**config.mk**
```make
export PLATFORM = sky130hd
export DESIGN_NAME = b08_host
export DESIGN_NICKNAME = d
export VERILOG_FILES = /design/src/rtl/b08_host_pkg.sv /design/src/rtl/b08_host_timer.sv /design/src/rtl/b08_host.sv
export SDC_FILE = /design/constraint.sdc
export NUM_CORES = 1
export LEC_CHECK = 0
export CAP_MARGIN = 30
export CORE_MARGIN = 10
export CORE_UTILIZATION = 46
export DETAILED_ROUTE_END_ITERATION = 12
export MAX_ROUTING_LAYER = met4
export PLACE_DENSITY = 0.78
export SETUP_SLACK_MARGIN = 0.05
export SLEW_MARGIN = 20
export SYNTH_ARGS = -nofsm -noshare
export SYNTH_HDL_FRONTEND = slang
export SYNTH_SLANG_ARGS = --single-unit
```
**constraint.sdc**
```tcl
create_clock -name CLOCK -period 1.55 [get_ports CLOCK]
set_input_delay 0.465 -clock CLOCK [delete_from_list [all_inputs] [get_ports CLOCK]]
set_output_delay 0.465 -clock CLOCK [all_outputs]
set_load 0.02 [all_outputs]
```
**src/rtl/b08_host_pkg.sv**
```systemverilog
// Shared types and widths for the b08 host driver.
// Purely declarative: no latency, no flow control.
package b08_host_pkg;
  localparam int B08_I_W   = 8;
  localparam int B08_O_W   = 4;
  localparam int B08_RES_W = B08_I_W + B08_O_W;

  typedef enum logic [2:0] {
    IDLE,
    LAUNCH,
    WAIT,
    CAPTURE,
    EMIT
  } b08_host_state_t;

  function automatic int max_int(input int a, input int b);
    return (a > b) ? a : b;
  endfunction
endpackage

```
**src/rtl/b08_host_timer.sv**
```systemverilog
// Loadable down-counter that saturates at zero; load wins over counting.
// Zero flag is combinational from the count register; no flow control.
module b08_host_timer #(
  parameter int W = 4
) (
  input  logic         clk,
  input  logic         rst_n,
  input  logic         i_load,
  input  logic [W-1:0] i_value,
  output logic         o_zero
);
  logic [W-1:0] r_cnt;

  always_ff @(posedge clk or negedge rst_n) begin
    if (!rst_n) begin
      r_cnt <= '0;
    end else if (i_load) begin
      r_cnt <= i_value;
    end else if (r_cnt != '0) begin
      r_cnt <= r_cnt - 1'b1;
    end
  end

  assign o_zero = (r_cnt == '0);
endmodule

```
**src/rtl/b08_host.sv**
```systemverilog
// Drives one byte at a time into the b08 core and returns {byte, O}; result valid START_HOLD+WAIT_CYCLES+2 cycles after accept.
// Input is refused while busy; the result is held stable until RES_READY.
module b08_host
  import b08_host_pkg::*;
#(
  parameter int START_HOLD  = 2,
  parameter int WAIT_CYCLES = 12
) (
  input  logic                 CLOCK,
  input  logic                 RESET_N,
  input  logic                 IN_VALID,
  output logic                 IN_READY,
  input  logic [B08_I_W-1:0]   IN_DATA,
  output logic                 START,
  output logic [B08_I_W-1:0]   I,
  input  logic [B08_O_W-1:0]   O,
  output logic                 RES_VALID,
  input  logic                 RES_READY,
  output logic [B08_RES_W-1:0] RES_DATA,
  output logic                 BUSY,
  output logic [7:0]           RUN_COUNT
);
  localparam int TW = $clog2(max_int(START_HOLD, WAIT_CYCLES) + 1);

  b08_host_state_t      r_state;
  b08_host_state_t      w_next;
  logic [B08_I_W-1:0]   r_data;
  logic [B08_RES_W-1:0] r_res;
  logic                 r_start;
  logic [7:0]           r_run_cnt;
  logic                 w_accept;
  logic                 w_tmr_load;
  logic [TW-1:0]        w_tmr_val;
  logic                 w_tmr_zero;

  b08_host_timer #(.W(TW)) u_timer (
    .clk     (CLOCK),
    .rst_n   (RESET_N),
    .i_load  (w_tmr_load),
    .i_value (w_tmr_val),
    .o_zero  (w_tmr_zero)
  );

  always_ff @(posedge CLOCK or negedge RESET_N) begin
    if (!RESET_N) begin
      r_state <= IDLE;
    end else begin
      r_state <= w_next;
    end
  end

  always_comb begin
    w_next = r_state;
    case (r_state)
      IDLE:    if (IN_VALID)   w_next = LAUNCH;
      LAUNCH:  if (w_tmr_zero) w_next = WAIT;
      WAIT:    if (w_tmr_zero) w_next = CAPTURE;
      CAPTURE:                 w_next = EMIT;
      EMIT:    if (RES_READY)  w_next = IDLE;
      default:                 w_next = IDLE;
    endcase
  end

  always_comb begin
    w_accept   = 1'b0;
    w_tmr_load = 1'b0;
    w_tmr_val  = '0;
    case (r_state)
      IDLE: begin
        if (IN_VALID) begin
          w_accept   = 1'b1;
          w_tmr_load = 1'b1;
          w_tmr_val  = TW'(START_HOLD - 1);
        end
      end
      LAUNCH: begin
        if (w_tmr_zero) begin
          w_tmr_load = 1'b1;
          w_tmr_val  = TW'(WAIT_CYCLES - 1);
        end
      end
      default: ;
    endcase
  end

  // START is registered from the next state so it leaves a flop and never glitches.
  always_ff @(posedge CLOCK or negedge RESET_N) begin
    if (!RESET_N) begin
      r_start   <= 1'b0;
      r_data    <= '0;
      r_res     <= '0;
      r_run_cnt <= '0;
    end else begin
      r_start <= (w_next == LAUNCH);
      if (w_accept) begin
        r_data <= IN_DATA;
      end
      if (r_state == CAPTURE) begin
        r_res <= {r_data, O};
      end
      if (r_state == EMIT && RES_READY) begin
        r_run_cnt <= r_run_cnt + 8'd1;
      end
    end
  end

  assign IN_READY  = (r_state == IDLE);
  assign BUSY      = (r_state != IDLE);
  assign RES_VALID = (r_state == EMIT);
  assign START     = r_start;
  assign I         = r_data;
  assign RES_DATA  = r_res;
  assign RUN_COUNT = r_run_cnt;
endmodule

```
# Word level (Yosys, flattened, before mapping)
# Cells that the tools add are included.
dict set report word_totals {
  reg_bits 36
  latch_bits 0
  ram_bits 0
  romBits 0
  out_inout_bits 32
  word_cells 33
  mem_count 0
}
dict set report op_classes {
  add_sub_neg 2
  n_mul 0
  div_mod_pow 0
  order_cmp 0
  eq_ne 5
  shift 0
  n_mux 14
  bitwise 0
  reduce_logical 6
}
# op count
set op_table {}
lappend op_table {{$pmux 3 s5} 1}
lappend op_table {{$mux 3} 4}
lappend op_table {{$mux 4} 3}
lappend op_table {{$add 8x1->8 const B} 1}
lappend op_table {{$pmux 4 s2} 1}
lappend op_table {{$eq 3x1->1 const B} 2}
lappend op_table {{$eq 3x2->1 const B} 2}
lappend op_table {{$logic_not 4->1} 1}
lappend op_table {{$mux 1} 4}
lappend op_table {{$reduce_bool 4->1} 1}
lappend op_table {{$sub 4x1->4 const B} 1}
lappend op_table {{$eq 3x3->1 const B} 1}
lappend op_table {{$logic_not 3->1} 1}
lappend op_table {{$reduce_bool 3->1} 1}
lappend op_table {{$pmux 1 s2} 1}
lappend op_table {{$reduce_bool 2->1} 1}
lappend op_table {{$logic_and 1x1->1} 1}

# Longest topological paths before layout
# Gate-level depths: netlist (run 1).
dict set report logic_depth {
  word_depth 4
  mapped_depth 5
  mapped_depth_nobuf 5
}

# Cells and area by module
# Synthesis (run 1) repeated with hierarchy kept, for this count alone.
dict set report unflattened {
  hier_cells 117
  area_unflattened_um2 1636.6
}
# mod instances cells_each area_per_inst_um2
set by_module_without_submodules {}
lappend by_module_without_submodules {b08_host 1 95 1402.6}
lappend by_module_without_submodules {b08_host_timer 1 22 234.0}

# Least setup slack after synthesis (run 1)
# Ideal clock, no wire load.
dict set report synth_path {
  path_kind {flip-flop to output port}
  start {register r_state[0]}
  end {output port IN_READY}
  arrival_ns 1.215
  required_ns 1.085
  slack_ns -0.130
  path_stages_with_launch 4
  path_cell_list {dfrtp_1 > buf_2 > or3_1 > inv_1}
}
dict set report synth_via {
  elab_chain_cells 1
}
# item line_no
set synth_lines {}
lappend synth_lines {{from (decl)} b08_host.sv:25} ;# b08_host_state_t r_state;
lappend synth_lines {{from (signal assigned)} b08_host.sv:48} ;# r_state <= w_next;
lappend synth_lines {{$logic_not 3->1} b08_host.sv:107} ;# assign IN_READY = (r_state == IDLE);
lappend synth_lines {{to (decl)} b08_host.sv:12} ;# output logic IN_READY,
# No other way between the ends.

# Worst setup path after layout (run 1)
dict set report layout_path {
  start {register r_state[0]}
  end {output port BUSY}
}
dict set report layout_via {
  elab_chain_cells 1
}
# item line_no
set layout_lines {}
lappend layout_lines {{$reduce_bool 3->1} b08_host.sv:108} ;# assign BUSY = (r_state != IDLE);
lappend layout_lines {{to (decl)} b08_host.sv:20} ;# output logic BUSY,
# No other way between the ends.

==> results.py, run 1 <==
metrics = {
    "critical_path": {
        "path_class": "reg2out",
        "worst_path_largest_cell_delay_ns": 0.41,
        "cp_slowest_cell": "or3_4",
        "cp_max_fo": 2,
        "worstPathArrival_ns": 1.30,
        "cp-start-kind": "flop",
        "cp-end-kind": "output pin",
        "path_cells": "or3_4 -> buf_4",
        "crit_required_ns": 1.08,
    },
    "synthesis": {
        "syn_nets": 132,
        "ys_async_sr_fraction": 1.00,
        "yosysTopAreaCell": "dfrtp_1",
        "avgSynthCellArea_um2": 14.1,
        "yosysWarnings": 0,
        "ys_types": 35,
        "synth_area_um2": 1610,
        "synth_seq_area_share": 0.561,
        "synth_flop_cell": "dfrtp_1",
        "ys_ff_latch": 36,
        "synth-edff-count": 0,
        "yosysTopAreaCellShare": 0.561,
        "syn-instance-count": 114,
        "ys_top_cells_by_area": "dfrtp_1 56%, mux2_4 14%, xnor2_1 4.4%",
    },
    "clocking": {
        "path_clk_slew_ns": 0.11,
        "cts_max_level": 2,
        "clock-sinks": 36,
        "cts_buffer_depth": 2,
        "cts_tree": "yes",
        "cts-root-buf": "clkbuf_4",
        "cts_hold_buf": 0,
        "numCtsBuffers": 5,
        "clock_latency_ns": 0.34,
    },
    "grt": {
        "grt_overflow": 0,
        "grt_max_degree": 37,
        "grt_pass1_vias": 1247,
        "grt_usage": 0.139,
        "grt_first_pass_wirelength_um": 6570,
        "antenna_found_initial": 0,
    },
    "outcome": {
        "violations": "setup timing",
        "outcome": "finished with violations",
    },
    "die": {
        "die_w_um": 79.1,
        "core_um2": 3360,
        "die_y_um": 79.1,
        "rows": 21,
        "io_pins": 48,
        "die_area_um2": 6250,
        "initial_utilization": 0.477,
    },
    "routing": {
        "ant_nets": 0,
        "wl_per_cell_um": 17.8,
        "drt-met1-wl_um": 1650,
        "wl_um": 4280,
        "top_layer": "met4",
        "firstDrtPassIters": 4,
        "wl_met2_um": 2330,
        "drc_errors": 0,
        "avgViaCountPerCell": 5.06,
        "vias": 1220,
        "wl_met3_um": 270,
        "drtIter0Drc": 90,
    },
    "timing": {
        "grt_setup_unrepaired": "yes",
        "min_period_ns": 1.77,
        "hold_violations": 0,
        "slew_headroom": 0.773,
        "clock_skew_ns": 0.00761,
        "worst_slack_ns": -0.215,
        "setup_viol": 12,
        "tightest_slew_ns": 0.340,
        "fmax_mhz": 566,
        "fin_crit_sh": 1.14,
        "slew_violations": 0,
        "whs_ns": 0.466,
    },
    "power": {
        "leakage_nw": 1.20,
        "p_per_area_nw_per_um2": 2090,
        "power_w": 0.00511,
        "vdd_drop_max_uv": 1310,
    },
    "place": {
        "port_buffers": 47,
        "dpl.cell_count": 216,
        "gp_congestion": 0.793,
        "place_worst_setup_slack_ns": -0.342,
        "hpwl_um": 2860,
    },
    "worst_hold_path": {
        "hold_path_class": "reg2reg",
    },
    "finish": {
        "final_nets": 212,
        "final_core_util": 0.726,
        "syn_to_final_growth_pct": 52.1,
        "n_antenna_cell": 0,
        "nFillCells": 256,
        "drive_gt1_frac": 0.574,
        "final_cells": 241,
    },
    "flow_run": {
        "drv_cap": 0,
    },
}
## critical path: cells and delay by family (launching register included)
kind / cells / cell delay, ns
buffers and inverters: 1 / 0.17
and+or+nand+nor: 1 / 0.41
DFF: 1 / 0.39
## placed cells by master, fill, tap and decap left out, types with 2 or more instances in the layout
cell type and instances:
dfrtp_1 36, buf_4 24, buf_2 19, mux2_4 17, clkdlybuf4s50_1 15, buf_6 8, xnor2_1 7, clkbuf_4 5
clkbuf_2 5, clkdlybuf4s15_2 5, nor3_1 4, mux2_2 4, nand2_2 3, inv_1 2, nor2_1 2, nand4_1 2
clkinv_2 2, buf_12 2
## where the power goes
part / switching, W / internal [W]
logic: 0.00140 / 0.00156
clock network: 0.000315 / 0.000216
registers: 0.000269 / 0.00134
total: 0.00199 / 0.00312
## logic make-up (layout without fill, tap and decap cells)
| kind of cell | after synthesis | in the layout | synth area share |
|---|---|---|---|
| mux | 21 | 21 | 0.182 |
| compound gates | 8 | 8 | 0.0343 |
| fa+ha+maj | 2 | 2 | 0.0156 |
| buf+inv | 10 | 91 | 0.0452 |
| flops | 36 | 36 | 0.561 |
| simple gates | 28 | 28 | 0.112 |
| xor+xnor | 9 | 9 | 0.0491 |
## cell usage after synthesis (2+ instances only)
cell / instances
dfrtp_1: 36
ha_1: 2
buf_6: 4
nor3_1: 5
a21oi_1: 2
nand3_1: 2
nand4_1: 2
xnor2_1: 8
mux2_2: 5
nand2_1: 4
nor2_1: 3
mux2_4: 15
inv_1: 4
## per-layer routing
layer | track usage | up-vias
met3 | 0.0473 | 5
met2 | 0.235 | 35
met1 | 0.149 | 620
met5 | - | -
met4 | 0.0430 | 0
li1 | - | 560
## state kept, by name, summed over array words and instances (netlist names)
name	count
RUN_COUNT	8
START	1
r_state	3
I	8
u_timer.r_cnt	4
RES_DATA	12
## through the flow
stage	TNS (ns)	instance area (um^2)
CTS	-0.823	2400
floorplan	0	1610
global placement	-4.91	2220
detailed placement	-5.19	2220
finish	-0.981	2440
global route	-1.93	2440
## layout make-up
type                    count  area (um^2)  share of cell area
inverters                   4         17.5             0.00717
flip-flops and latches     36          901               0.369
multi-input cells          68          753               0.308
clock buffers               6         51.3              0.0210
repair buffers             79          652               0.267
clock inverters             2         10.0             0.00410
well taps                  46         57.6              0.0236
## what timing repair did
action                                  4_1_cts  5_1_grt
cloned                                        1        0
buffers inserted                              6       10
endpoints found under the setup margin       50       56
pin swaps                                     4        7
gates resized for setup                     117       41
## worst paths after layout
| path | from | end | slack, ns | cells past startpoint |
|---|---|---|---|---|
| worst max register to register | r_state[0] | I[7] | -0.07 | 5 |
| worst max-delay path | r_state[0] | BUSY | -0.22 | 2 |
| worst min-delay path | RUN_COUNT[7] | RUN_COUNT[7] | 0.47 | 1 |
| worst min register to register | RUN_COUNT[7] | RUN_COUNT[7] | 0.47 | 1 |
| max in group asynchronous | RESET_N | u_timer.r_cnt[3] | 0.88 | 2 |
| min in group asynchronous | RESET_N | RUN_COUNT[4] | 0.49 | 2 |
No activity file was read; power rests on OpenSTA's default activity.
==> run 2: changes to the inputs <==
- ABC_CLOCK_PERIOD_IN_PS: not set -> 1550
==> results of run 2 <==
Final layout, timing and power as in run 1 (identical DEF).
==> run 3: changes to the inputs <==
- SLEW_MARGIN: 20 -> not set
==> results of run 3 <==
Final layout, timing and power as in run 1 (identical DEF).
